--- config.mk ---
export PLATFORM = sky130hd
export DESIGN_NAME = ftl_addr_responder_flat
export DESIGN_NICKNAME = d
export VERILOG_FILES = /design/src/rtl/ftl_pkg.sv /design/src/rtl/ftl_addr_responder_if.sv /design/src/rtl/ftl_l2p_table.sv /design/src/rtl/ftl_addr_responder.sv /design/src/flat_wrapper.sv
export SDC_FILE = /design/constraint.sdc
export NUM_CORES = 2
export LEC_CHECK = 0
export CORE_AREA = 5 5 521 523
export CTS_BUF_LIST = sky130_fd_sc_hd__clkbuf_4
export DETAILED_ROUTE_END_ITERATION = 8
export DIE_AREA = 0 0 526 528
export PLACE_DENSITY_LB_ADDON = 0.08
export SKIP_CTS_REPAIR_TIMING = 1
export SLEW_MARGIN = 5
export SYNTH_ARGS = -nofsm -noshare
export SYNTH_HDL_FRONTEND = slang
export SYNTH_SLANG_ARGS = --single-unit
--- constraint.sdc ---
create_clock -name clk_i -period 5.9 [get_ports clk_i]
set_input_delay 0.59 -clock clk_i [delete_from_list [all_inputs] [get_ports clk_i]]
set_output_delay 0.59 -clock clk_i [all_outputs]
set_load 0.005 [all_outputs]
--- src/rtl/ftl_pkg.sv ---
`default_nettype none
// +----------------------------------------------------------------------------+
// | Module   : ftl_pkg                                                          |
// | Purpose  : shared types and constants for the FTL address responder.        |
// | Revision : 1.0 - initial release                                            |
// +----------------------------------------------------------------------------+
package ftl_pkg;

   localparam int c_ADDR_WIDTH  = 32;
   localparam int c_PAGE_SHIFT  = 14;
   localparam int c_NUM_LPAGES  = 256;
   localparam int c_NUM_PPAGES  = 512;

   // Table entries are sized for the default physical log depth.
   localparam int c_ENTRY_PPN_W = $clog2(c_NUM_PPAGES);

   localparam logic c_READ  = 1'b0;
   localparam logic c_WRITE = 1'b1;

   typedef enum logic [1:0] {
      IDLE   = 2'd0,
      LOOKUP = 2'd1,
      UPDATE = 2'd2,
      RESP   = 2'd3
   } ftl_state_e;

   typedef struct packed {
      logic                     valid;
      logic [c_ENTRY_PPN_W-1:0] ppn;
   } l2p_entry_t;

endpackage
`default_nettype wire

--- src/rtl/ftl_addr_responder_if.sv ---
`default_nettype none
// +----------------------------------------------------------------------------+
// | Module   : ftl_addr_responder_if                                            |
// | Purpose  : four-phase address-translation handshake between the burst       |
// |            controller (master) and the FTL responder (slave).               |
// | Revision : 1.0 - initial release                                            |
// +----------------------------------------------------------------------------+
interface ftl_addr_responder_if
   import ftl_pkg::*;
#(
   parameter int ADDR_WIDTH = c_ADDR_WIDTH
);
   logic [ADDR_WIDTH-1:0] mem_address;
   logic                  addr_valid;
   logic                  mem_rw;
   logic [ADDR_WIDTH-1:0] mem_new_address;
   logic                  addr_resp;
   logic                  cache_hit;

   modport master (
      output mem_address, addr_valid, mem_rw,
      input  mem_new_address, addr_resp, cache_hit
   );

   modport slave (
      input  mem_address, addr_valid, mem_rw,
      output mem_new_address, addr_resp, cache_hit
   );
endinterface
`default_nettype wire

--- src/rtl/ftl_l2p_table.sv ---
`default_nettype none
// +----------------------------------------------------------------------------+
// | Module   : ftl_l2p_table                                                    |
// | Purpose  : logical-to-physical page table, one registered read port and     |
// |            one write port; valid bits clear asynchronously on reset.        |
// | Revision : 1.0 - initial release                                            |
// +----------------------------------------------------------------------------+
module ftl_l2p_table
   import ftl_pkg::*;
#(
   parameter int NUM_LPAGES = c_NUM_LPAGES,
   parameter int LPN_W      = $clog2(NUM_LPAGES)
) (
   input  wire                   clk_i,
   input  wire                   rst_ni,
   input  wire                   rd_en,
   input  wire       [LPN_W-1:0] rd_lpn,
   output l2p_entry_t            rd_entry,
   input  wire                   wr_en,
   input  wire       [LPN_W-1:0] wr_lpn,
   input  wire l2p_entry_t       wr_entry
);

   logic [NUM_LPAGES-1:0]    r_valid;
   logic [c_ENTRY_PPN_W-1:0] r_ppn [NUM_LPAGES];

   always_ff @(posedge clk_i or negedge rst_ni) begin
      if (!rst_ni) begin
         r_valid <= '0;
      end else if (wr_en) begin
         r_valid[wr_lpn] <= wr_entry.valid;
      end
   end

   // Page numbers are only meaningful behind a valid bit, so they need no reset.
   always_ff @(posedge clk_i) begin
      if (wr_en) begin
         r_ppn[wr_lpn] <= wr_entry.ppn;
      end
   end

   always_ff @(posedge clk_i or negedge rst_ni) begin
      if (!rst_ni) begin
         rd_entry <= '0;
      end else if (rd_en) begin
         rd_entry.valid <= r_valid[rd_lpn];
         rd_entry.ppn   <= r_ppn[rd_lpn];
      end
   end

endmodule
`default_nettype wire

--- src/rtl/ftl_addr_responder.sv ---
`default_nettype none
// +----------------------------------------------------------------------------+
// | Module   : ftl_addr_responder                                               |
// | Purpose  : translates logical byte addresses to physical ones through an    |
// |            L2P table; writes go out-of-place to a circular page log.        |
// |            Define FTL_STATS_EN to add saturating read/write/hit counters.   |
// | Revision : 1.0 - initial release                                            |
// +----------------------------------------------------------------------------+
module ftl_addr_responder
   import ftl_pkg::*;
#(
   parameter int ADDR_WIDTH = c_ADDR_WIDTH,
   parameter int PAGE_SHIFT = c_PAGE_SHIFT,
   parameter int NUM_LPAGES = c_NUM_LPAGES,
   parameter int NUM_PPAGES = c_NUM_PPAGES
) (
   input  wire                  clk_i,
   input  wire                  rst_ni,
   ftl_addr_responder_if.slave  bus,
   output logic                 map_err_o,
   output logic                 log_wrap_o
`ifdef FTL_STATS_EN
   ,
   output logic [31:0]          stat_rd_o,
   output logic [31:0]          stat_wr_o,
   output logic [31:0]          stat_hit_o
`endif
);

   localparam int c_LPN_W    = $clog2(NUM_LPAGES);
   localparam int c_PPN_BITS = $clog2(NUM_PPAGES);
   localparam logic [c_PPN_BITS-1:0] c_PPN_LAST    = c_PPN_BITS'(NUM_PPAGES - 1);
   localparam logic [ADDR_WIDTH-1:0] c_LADDR_LIMIT = ADDR_WIDTH'(NUM_LPAGES) << PAGE_SHIFT;

   if (c_PPN_BITS + PAGE_SHIFT > ADDR_WIDTH) begin : g_bad_phys_width
      $error("ftl_addr_responder: physical page number plus offset exceeds ADDR_WIDTH");
   end
   if (c_LPN_W + PAGE_SHIFT > ADDR_WIDTH) begin : g_bad_log_width
      $error("ftl_addr_responder: logical page number plus offset exceeds ADDR_WIDTH");
   end
   if (c_PPN_BITS > c_ENTRY_PPN_W) begin : g_bad_entry_width
      $error("ftl_addr_responder: NUM_PPAGES too large for l2p_entry_t");
   end

   ftl_state_e              r_state;
   logic [ADDR_WIDTH-1:0]   r_addr;
   logic                    r_rw;
   logic                    r_err;
   logic [c_PPN_BITS-1:0]   r_wr_ptr;
   logic [c_PPN_BITS-1:0]   r_alloc_ppn;
   logic [ADDR_WIDTH-1:0]   r_mem_new_address;
   logic                    r_addr_resp;
   logic                    r_cache_hit;

   l2p_entry_t              w_rd_entry;
   l2p_entry_t              w_wr_entry;
   logic                    w_rd_en;
   logic                    w_wr_en;
   logic [c_LPN_W-1:0]      w_lpn;
   logic [PAGE_SHIFT-1:0]   w_offset;
   logic                    w_out_of_range;
   logic [ADDR_WIDTH-1:0]   w_resp_addr;
   logic                    w_resp_hit;
   logic                    w_resp_done;

   assign w_lpn          = r_addr[PAGE_SHIFT +: c_LPN_W];
   assign w_offset       = r_addr[PAGE_SHIFT-1:0];
   assign w_out_of_range = (r_addr >= c_LADDR_LIMIT);
   assign w_rd_en        = (r_state == LOOKUP);
   assign w_wr_en        = (r_state == UPDATE);
   assign w_wr_entry     = '{valid: 1'b1, ppn: c_ENTRY_PPN_W'(r_wr_ptr)};
   assign w_resp_done    = (r_state == RESP) && !bus.addr_valid;

   ftl_l2p_table #(
      .NUM_LPAGES (NUM_LPAGES),
      .LPN_W      (c_LPN_W)
   ) u_l2p_table (
      .clk_i    (clk_i),
      .rst_ni   (rst_ni),
      .rd_en    (w_rd_en),
      .rd_lpn   (w_lpn),
      .rd_entry (w_rd_entry),
      .wr_en    (w_wr_en),
      .wr_lpn   (w_lpn),
      .wr_entry (w_wr_entry)
   );

   // The table read port is only enabled in LOOKUP, so w_rd_entry still holds
   // the pre-update entry while a write sits in RESP.
   always_comb begin
      w_resp_addr = '0;
      w_resp_hit  = 1'b0;
      if (!r_err) begin
         if (r_rw == c_WRITE) begin
            w_resp_addr = ADDR_WIDTH'({r_alloc_ppn, w_offset});
            w_resp_hit  = w_rd_entry.valid;
         end else if (w_rd_entry.valid) begin
            w_resp_addr = ADDR_WIDTH'({w_rd_entry.ppn[c_PPN_BITS-1:0], w_offset});
            w_resp_hit  = 1'b1;
         end
      end
   end

   always_ff @(posedge clk_i or negedge rst_ni) begin
      if (!rst_ni) begin
         r_state           <= IDLE;
         r_addr            <= '0;
         r_rw              <= c_READ;
         r_err             <= 1'b0;
         r_wr_ptr          <= '0;
         r_alloc_ppn       <= '0;
         r_mem_new_address <= '0;
         r_addr_resp       <= 1'b0;
         r_cache_hit       <= 1'b0;
         map_err_o         <= 1'b0;
         log_wrap_o        <= 1'b0;
      end else begin
         map_err_o  <= 1'b0;
         log_wrap_o <= 1'b0;
         case (r_state)
            IDLE: begin
               r_addr_resp       <= 1'b0;
               r_mem_new_address <= '0;
               r_cache_hit       <= 1'b0;
               if (bus.addr_valid) begin
                  r_addr  <= bus.mem_address;
                  r_rw    <= bus.mem_rw;
                  r_state <= LOOKUP;
               end
            end
            LOOKUP: begin
               r_err <= w_out_of_range;
               if (w_out_of_range) begin
                  map_err_o <= 1'b1;
                  r_state   <= RESP;
               end else if (r_rw == c_WRITE) begin
                  r_state <= UPDATE;
               end else begin
                  r_state <= RESP;
               end
            end
            UPDATE: begin
               r_alloc_ppn <= r_wr_ptr;
               r_wr_ptr    <= r_wr_ptr + 1'b1;
               log_wrap_o  <= (r_wr_ptr == c_PPN_LAST);
               r_state     <= RESP;
            end
            RESP: begin
               // Re-registered every cycle; inputs are stable so the values hold.
               r_addr_resp       <= 1'b1;
               r_mem_new_address <= w_resp_addr;
               r_cache_hit       <= w_resp_hit;
               if (!bus.addr_valid) begin
                  r_state <= IDLE;
               end
            end
            default: r_state <= IDLE;
         endcase
      end
   end

   assign bus.mem_new_address = r_mem_new_address;
   assign bus.addr_resp       = r_addr_resp;
   assign bus.cache_hit       = r_cache_hit;

`ifdef FTL_STATS_EN
   always_ff @(posedge clk_i or negedge rst_ni) begin
      if (!rst_ni) begin
         stat_rd_o  <= '0;
         stat_wr_o  <= '0;
         stat_hit_o <= '0;
      end else if (w_resp_done) begin
         if (r_rw == c_READ && stat_rd_o != '1) begin
            stat_rd_o <= stat_rd_o + 32'd1;
         end
         if (r_rw == c_WRITE && stat_wr_o != '1) begin
            stat_wr_o <= stat_wr_o + 32'd1;
         end
         if (w_resp_hit && stat_hit_o != '1) begin
            stat_hit_o <= stat_hit_o + 32'd1;
         end
      end
   end
`else
   logic w_unused_stats;
   assign w_unused_stats = w_resp_done;
`endif

endmodule
`default_nettype wire

--- src/flat_wrapper.sv ---
// flat-port wrapper written by rule: the top's interface ports become plain ports
module ftl_addr_responder_flat import ftl_pkg::*;
#(
   parameter int ADDR_WIDTH = c_ADDR_WIDTH,
   parameter int PAGE_SHIFT = c_PAGE_SHIFT,
   parameter int NUM_LPAGES = c_NUM_LPAGES,
   parameter int NUM_PPAGES = c_NUM_PPAGES
)
  (clk_i, rst_ni, map_err_o, log_wrap_o, bus_mem_address, bus_addr_valid, bus_mem_rw, bus_mem_new_address, bus_addr_resp, bus_cache_hit);
  ftl_addr_responder_if #(.ADDR_WIDTH(ADDR_WIDTH)) bus_i ();
  input  wire clk_i;
  input  wire rst_ni;
  output logic map_err_o;
  output logic log_wrap_o;
  input wire logic [$bits(bus_i.mem_address)-1:0] bus_mem_address;
  input wire logic [$bits(bus_i.addr_valid)-1:0] bus_addr_valid;
  input wire logic [$bits(bus_i.mem_rw)-1:0] bus_mem_rw;
  output wire logic [$bits(bus_i.mem_new_address)-1:0] bus_mem_new_address;
  output wire logic [$bits(bus_i.addr_resp)-1:0] bus_addr_resp;
  output wire logic [$bits(bus_i.cache_hit)-1:0] bus_cache_hit;
  assign bus_i.mem_address = bus_mem_address;
  assign bus_i.addr_valid = bus_addr_valid;
  assign bus_i.mem_rw = bus_mem_rw;
  assign bus_mem_new_address = bus_i.mem_new_address;
  assign bus_addr_resp = bus_i.addr_resp;
  assign bus_cache_hit = bus_i.cache_hit;
  ftl_addr_responder #(.ADDR_WIDTH(ADDR_WIDTH), .PAGE_SHIFT(PAGE_SHIFT), .NUM_LPAGES(NUM_LPAGES), .NUM_PPAGES(NUM_PPAGES)) u_core (.clk_i(clk_i), .rst_ni(rst_ni), .bus(bus_i), .map_err_o(map_err_o), .log_wrap_o(log_wrap_o));
endmodule
==> results.sh <==
export IMPL_power_leakage_nw=40.1
export IMPL_most_used_cells_in_the_layout_excluding_fill_and_tap_cells="sky130_fd_sc_hd__edfxtp_1, sky130_fd_sc_hd__clkbuf_4, sky130_fd_sc_hd__mux4_2"
export IMPL_critical_path_top_cell_by_count="sky130_fd_sc_hd__buf_4"
export IMPL_p_per_area_mw_per_mm2=469
export IMPL_sequential_cell_area_mm2=0.0779
export IMPL_arrival_ns=5.62
export IMPL_irDropWorstVdd_uv=354
export IMPL_synth_async_sr_flop_share_pct=13.1
export IMPL_finalSetupViolations=0
export IMPL_die_width_um=526
export IMPL_io_pin_count=72
export IMPL_grt_pass1_wl_um=433000
export IMPL_timing_critical_path_cells="buf_4 > buf_4 > nor2b_4 > buf_4 > a22oi_1 > a22oi_1 > o2111ai_1 > a21boi_1 > a31oi_1"
export IMPL_synth_top_cell_by_area="sky130_fd_sc_hd__edfxtp_1"
export IMPL_final_core_utilization_pct=44.7
export IMPL_cp_required_ns=7.22
export IMPL_ratio_of_cells_with_drive_above_1_in_the_final_layout_pct=37.3
export IMPL_clock_tree_buffer_depth=4
export IMPL_clk_root_buffer_cell="sky130_fd_sc_hd__clkbuf_4"
export IMPL_final_common_cell="sky130_fd_sc_hd__edfxtp_1"
export IMPL_multi_input_area_mm2=0.0236
export IMPL_min_period_ns=4.30
export IMPL_area_growth_syn_to_layout_pct=15.4
export IMPL_timing_worst_slew_pin_value_ns=1.34
export IMPL_ys_types=76
export IMPL_totalWireLength_um=305000
export IMPL_detailedRoute_firstPassIterationCount=7
export IMPL_drt_iter0_drc=4532
export IMPL_synth_area_leaders="sky130_fd_sc_hd__edfxtp_1, sky130_fd_sc_hd__mux4_2, sky130_fd_sc_hd__dfrtp_1"
export IMPL_global_route_usage_total_pct=21.7
export IMPL_antenna_left=0
export IMPL_run_status="complete, no violations"
export IMPL_placed_area_mm2=0.109
export IMPL_setup_worst_path_end_class="flop"
export IMPL_rsz0062_at_grt="no"
export IMPL_drc=0
export IMPL_port_buffer_count=62
export IMPL_critical_path_max_stage_delay_ns=0.79
export IMPL_gp_congestion=0.811
export IMPL_timing_hold_worst_class="primary input to flop"
export IMPL_tns_ns=0
export IMPL_slowest_stage="sky130_fd_sc_hd__nor2b_4"
export IMPL_detailed_place_hpwl_um=186000
export IMPL_postLayoutCellArea_mm2=0.119
export IMPL_synth_warning_count=0
export IMPL_path_class="flop to flop"
export IMPL_clkLatencyLatePin_ns=1.53
export IMPL_synth_yosys_seq_area_share_pct=75.4
export IMPL_synth_ff_latch_count=2651
export IMPL_timing_hold_ws_ns=0.247
export IMPL_fillers=23300
export IMPL_number_of_enable_type_register_cells_in_the_synthesized_netlist=2304
export IMPL_path_clk_slew_ns=0.07
export IMPL_maxSlewViolCount=0
export IMPL_crit_path_max_fanout=25
export IMPL_fp_dieArea_mm2=0.278
export IMPL_tritoncts_num_sinks=2651
export IMPL_cts_buffers=708
export IMPL_min_period_over_period_pct=72.9
export IMPL_synth_cells=5053
export IMPL_finalHoldViolCount=0
export IMPL_core_mm2=0.266
export IMPL_r2r_setup_slack_ns=1.60
export IMPL_drt_wirelength_per_cell_um=30.5
export IMPL_synth_top_area_share_pct=67.0
export IMPL_worst_setup_path_start_kind="flop"
export IMPL_avgViaCountPerCell=5.39
export IMPL_tritoncts_clock_tree="yes"
export IMPL_finClkSkew_ns=0.109
export IMPL_clock_tree_htree_level_count=6
export IMPL_worst_path_buf_inv=3
export IMPL_syn_cell_area_mm2=0.103
export IMPL_critPathTopFamily="buffers and inverters"
export IMPL_slew_hr_pct=10.5
export IMPL_cap_violations=0
export IMPL_final_stage_net_count=5885
export IMPL_synthesis_area_per_instance_um2=20.4
export IMPL_dr_vias=54000
export IMPL_initial_antenna_violation_count=17
export IMPL_max_clock_freq_mhz=233
export IMPL_grt_overflow=0
export IMPL_floorplan_rows=190
export IMPL_grt_max_degree=163
export IMPL_die_h_um=528
export IMPL_floorplan_initialDensity_pct=38.8
export IMPL_first_global_vias=56600
export IMPL_dominantRegCellSynth="sky130_fd_sc_hd__edfxtp_1"
[final cells by class]
cell class	instances	share of cell area, %
inverter	10	0.0336
clock inverter	168	0.941
clock buffer	1140	7.18
timing repair buffer	377	2.92
antenna	13	0.0273
sequential	2651	65.3
multi-input combinational	2094	19.8
tap	3552	3.73
[layer usage]
layer,GRT usage [%],up-vias,wire length [µm]
li1,-,22800,-
met5,0,-,117
met2,36.1,1707,151000
met1,29.5,29000,130000
met4,6.46,16,8360
met3,3.97,478,15500
[final timing paths]
path                                                        to  depth (start not counted)                           start
worst max-delay path            u_core.u_l2p_table.rd_entry[5]                          9               u_core.r_addr[14]
worst min-delay path                         u_core.r_addr[21]                          3             bus_mem_address[21]
worst max register to register  u_core.u_l2p_table.rd_entry[5]                          9               u_core.r_addr[14]
worst min register to register  u_core.u_l2p_table.r_valid[40]                          1  u_core.u_l2p_table.r_valid[40]
max in group asynchronous                   u_core.r_wr_ptr[1]                          4                          rst_ni
min in group asynchronous       u_core.u_l2p_table.r_valid[75]                          4                          rst_ni
[flip-flops by register name (all words and copies together), names as in the netlist]
register	cells
u_core.u_l2p_table.r_ppn	2304
u_core.u_l2p_table.r_valid	256
u_core.r_addr	32
u_core.bus.mem_new_address	23
u_core.u_l2p_table.rd_entry	10
u_core.r_alloc_ppn	9
u_core.r_wr_ptr	9
u_core.r_state	2
u_core.bus.addr_resp	1
u_core.bus.cache_hit	1
u_core.log_wrap_o	1
u_core.map_err_o	1
u_core.r_err	1
u_core.r_rw	1
[Yosys cell counts, types with 9 or more instances]
cell type                     n
sky130_fd_sc_hd__o22a_1      18
sky130_fd_sc_hd__inv_1        9
sky130_fd_sc_hd__o22ai_1     81
sky130_fd_sc_hd__nand4_1     23
sky130_fd_sc_hd__mux2i_1    197
sky130_fd_sc_hd__o221ai_1    23
sky130_fd_sc_hd__dfrtp_1    347
sky130_fd_sc_hd__nor2_1     258
sky130_fd_sc_hd__buf_6       56
sky130_fd_sc_hd__nor4_1      10
sky130_fd_sc_hd__a31oi_1     19
sky130_fd_sc_hd__nand3_1     60
sky130_fd_sc_hd__nor3_1      67
sky130_fd_sc_hd__nor2b_1     13
sky130_fd_sc_hd__clkbuf_1    71
sky130_fd_sc_hd__a32oi_1     29
sky130_fd_sc_hd__a22o_1      29
sky130_fd_sc_hd__a22oi_1     72
sky130_fd_sc_hd__buf_1       11
sky130_fd_sc_hd__or2_1       78
sky130_fd_sc_hd__edfxtp_1  2304
sky130_fd_sc_hd__or2_2      182
sky130_fd_sc_hd__mux2_2      50
sky130_fd_sc_hd__a21oi_1     26
sky130_fd_sc_hd__o21ai_0     20
sky130_fd_sc_hd__nand2b_1    10
sky130_fd_sc_hd__mux4_2     605
sky130_fd_sc_hd__nand2_1    114
sky130_fd_sc_hd__buf_2       94
sky130_fd_sc_hd__buf_4       62
[per-stage QoR]
step	setup slack, ns	std cells	total power [mW]
6_report	1.60	10000	55.9
4_1_cts	1.62	9955	56.8
5_1_grt	1.44	9999	58.5
2_1_floorplan	1.17	5061	33.3
3_3_place_gp	1.63	8646	39.5
3_5_place_dp	1.65	8647	39.6
[worst min-delay path: stages]
cell and delay, ns:
sky130_fd_sc_hd__dlygate4sd3_1 0.52, sky130_fd_sc_hd__clkdlybuf4s50_1 0.47, sky130_fd_sc_hd__mux2_2 0.13
[logic make-up (layout without fill, tap and decap cells)]
| logic type | after synthesis | count (layout) | synth area share, % |
|---|---|---|---|
| XOR/XNOR | 7 | 7 | 0.0593 |
| multiplexers | 856 | 856 | 15.7 |
| other | 1 | 22 | 0.00363 |
| AND/OR/NAND/NOR | 849 | 849 | 4.14 |
| AO/OA/AOI/OAI | 366 | 366 | 2.59 |
| adder cells (fa/ha/maj) | 7 | 7 | 0.0848 |
| buffers and inverters | 316 | 1695 | 2.02 |
| flip-flops | 2651 | 2651 | 75.4 |
[where the power goes]
part	internal [mW]	switching, mW
clock	9.22	7.82
sequential	22.3	0.988
combinational	5.57	10.0
total	37.1	18.8
(Power assumes the default switching activity.)
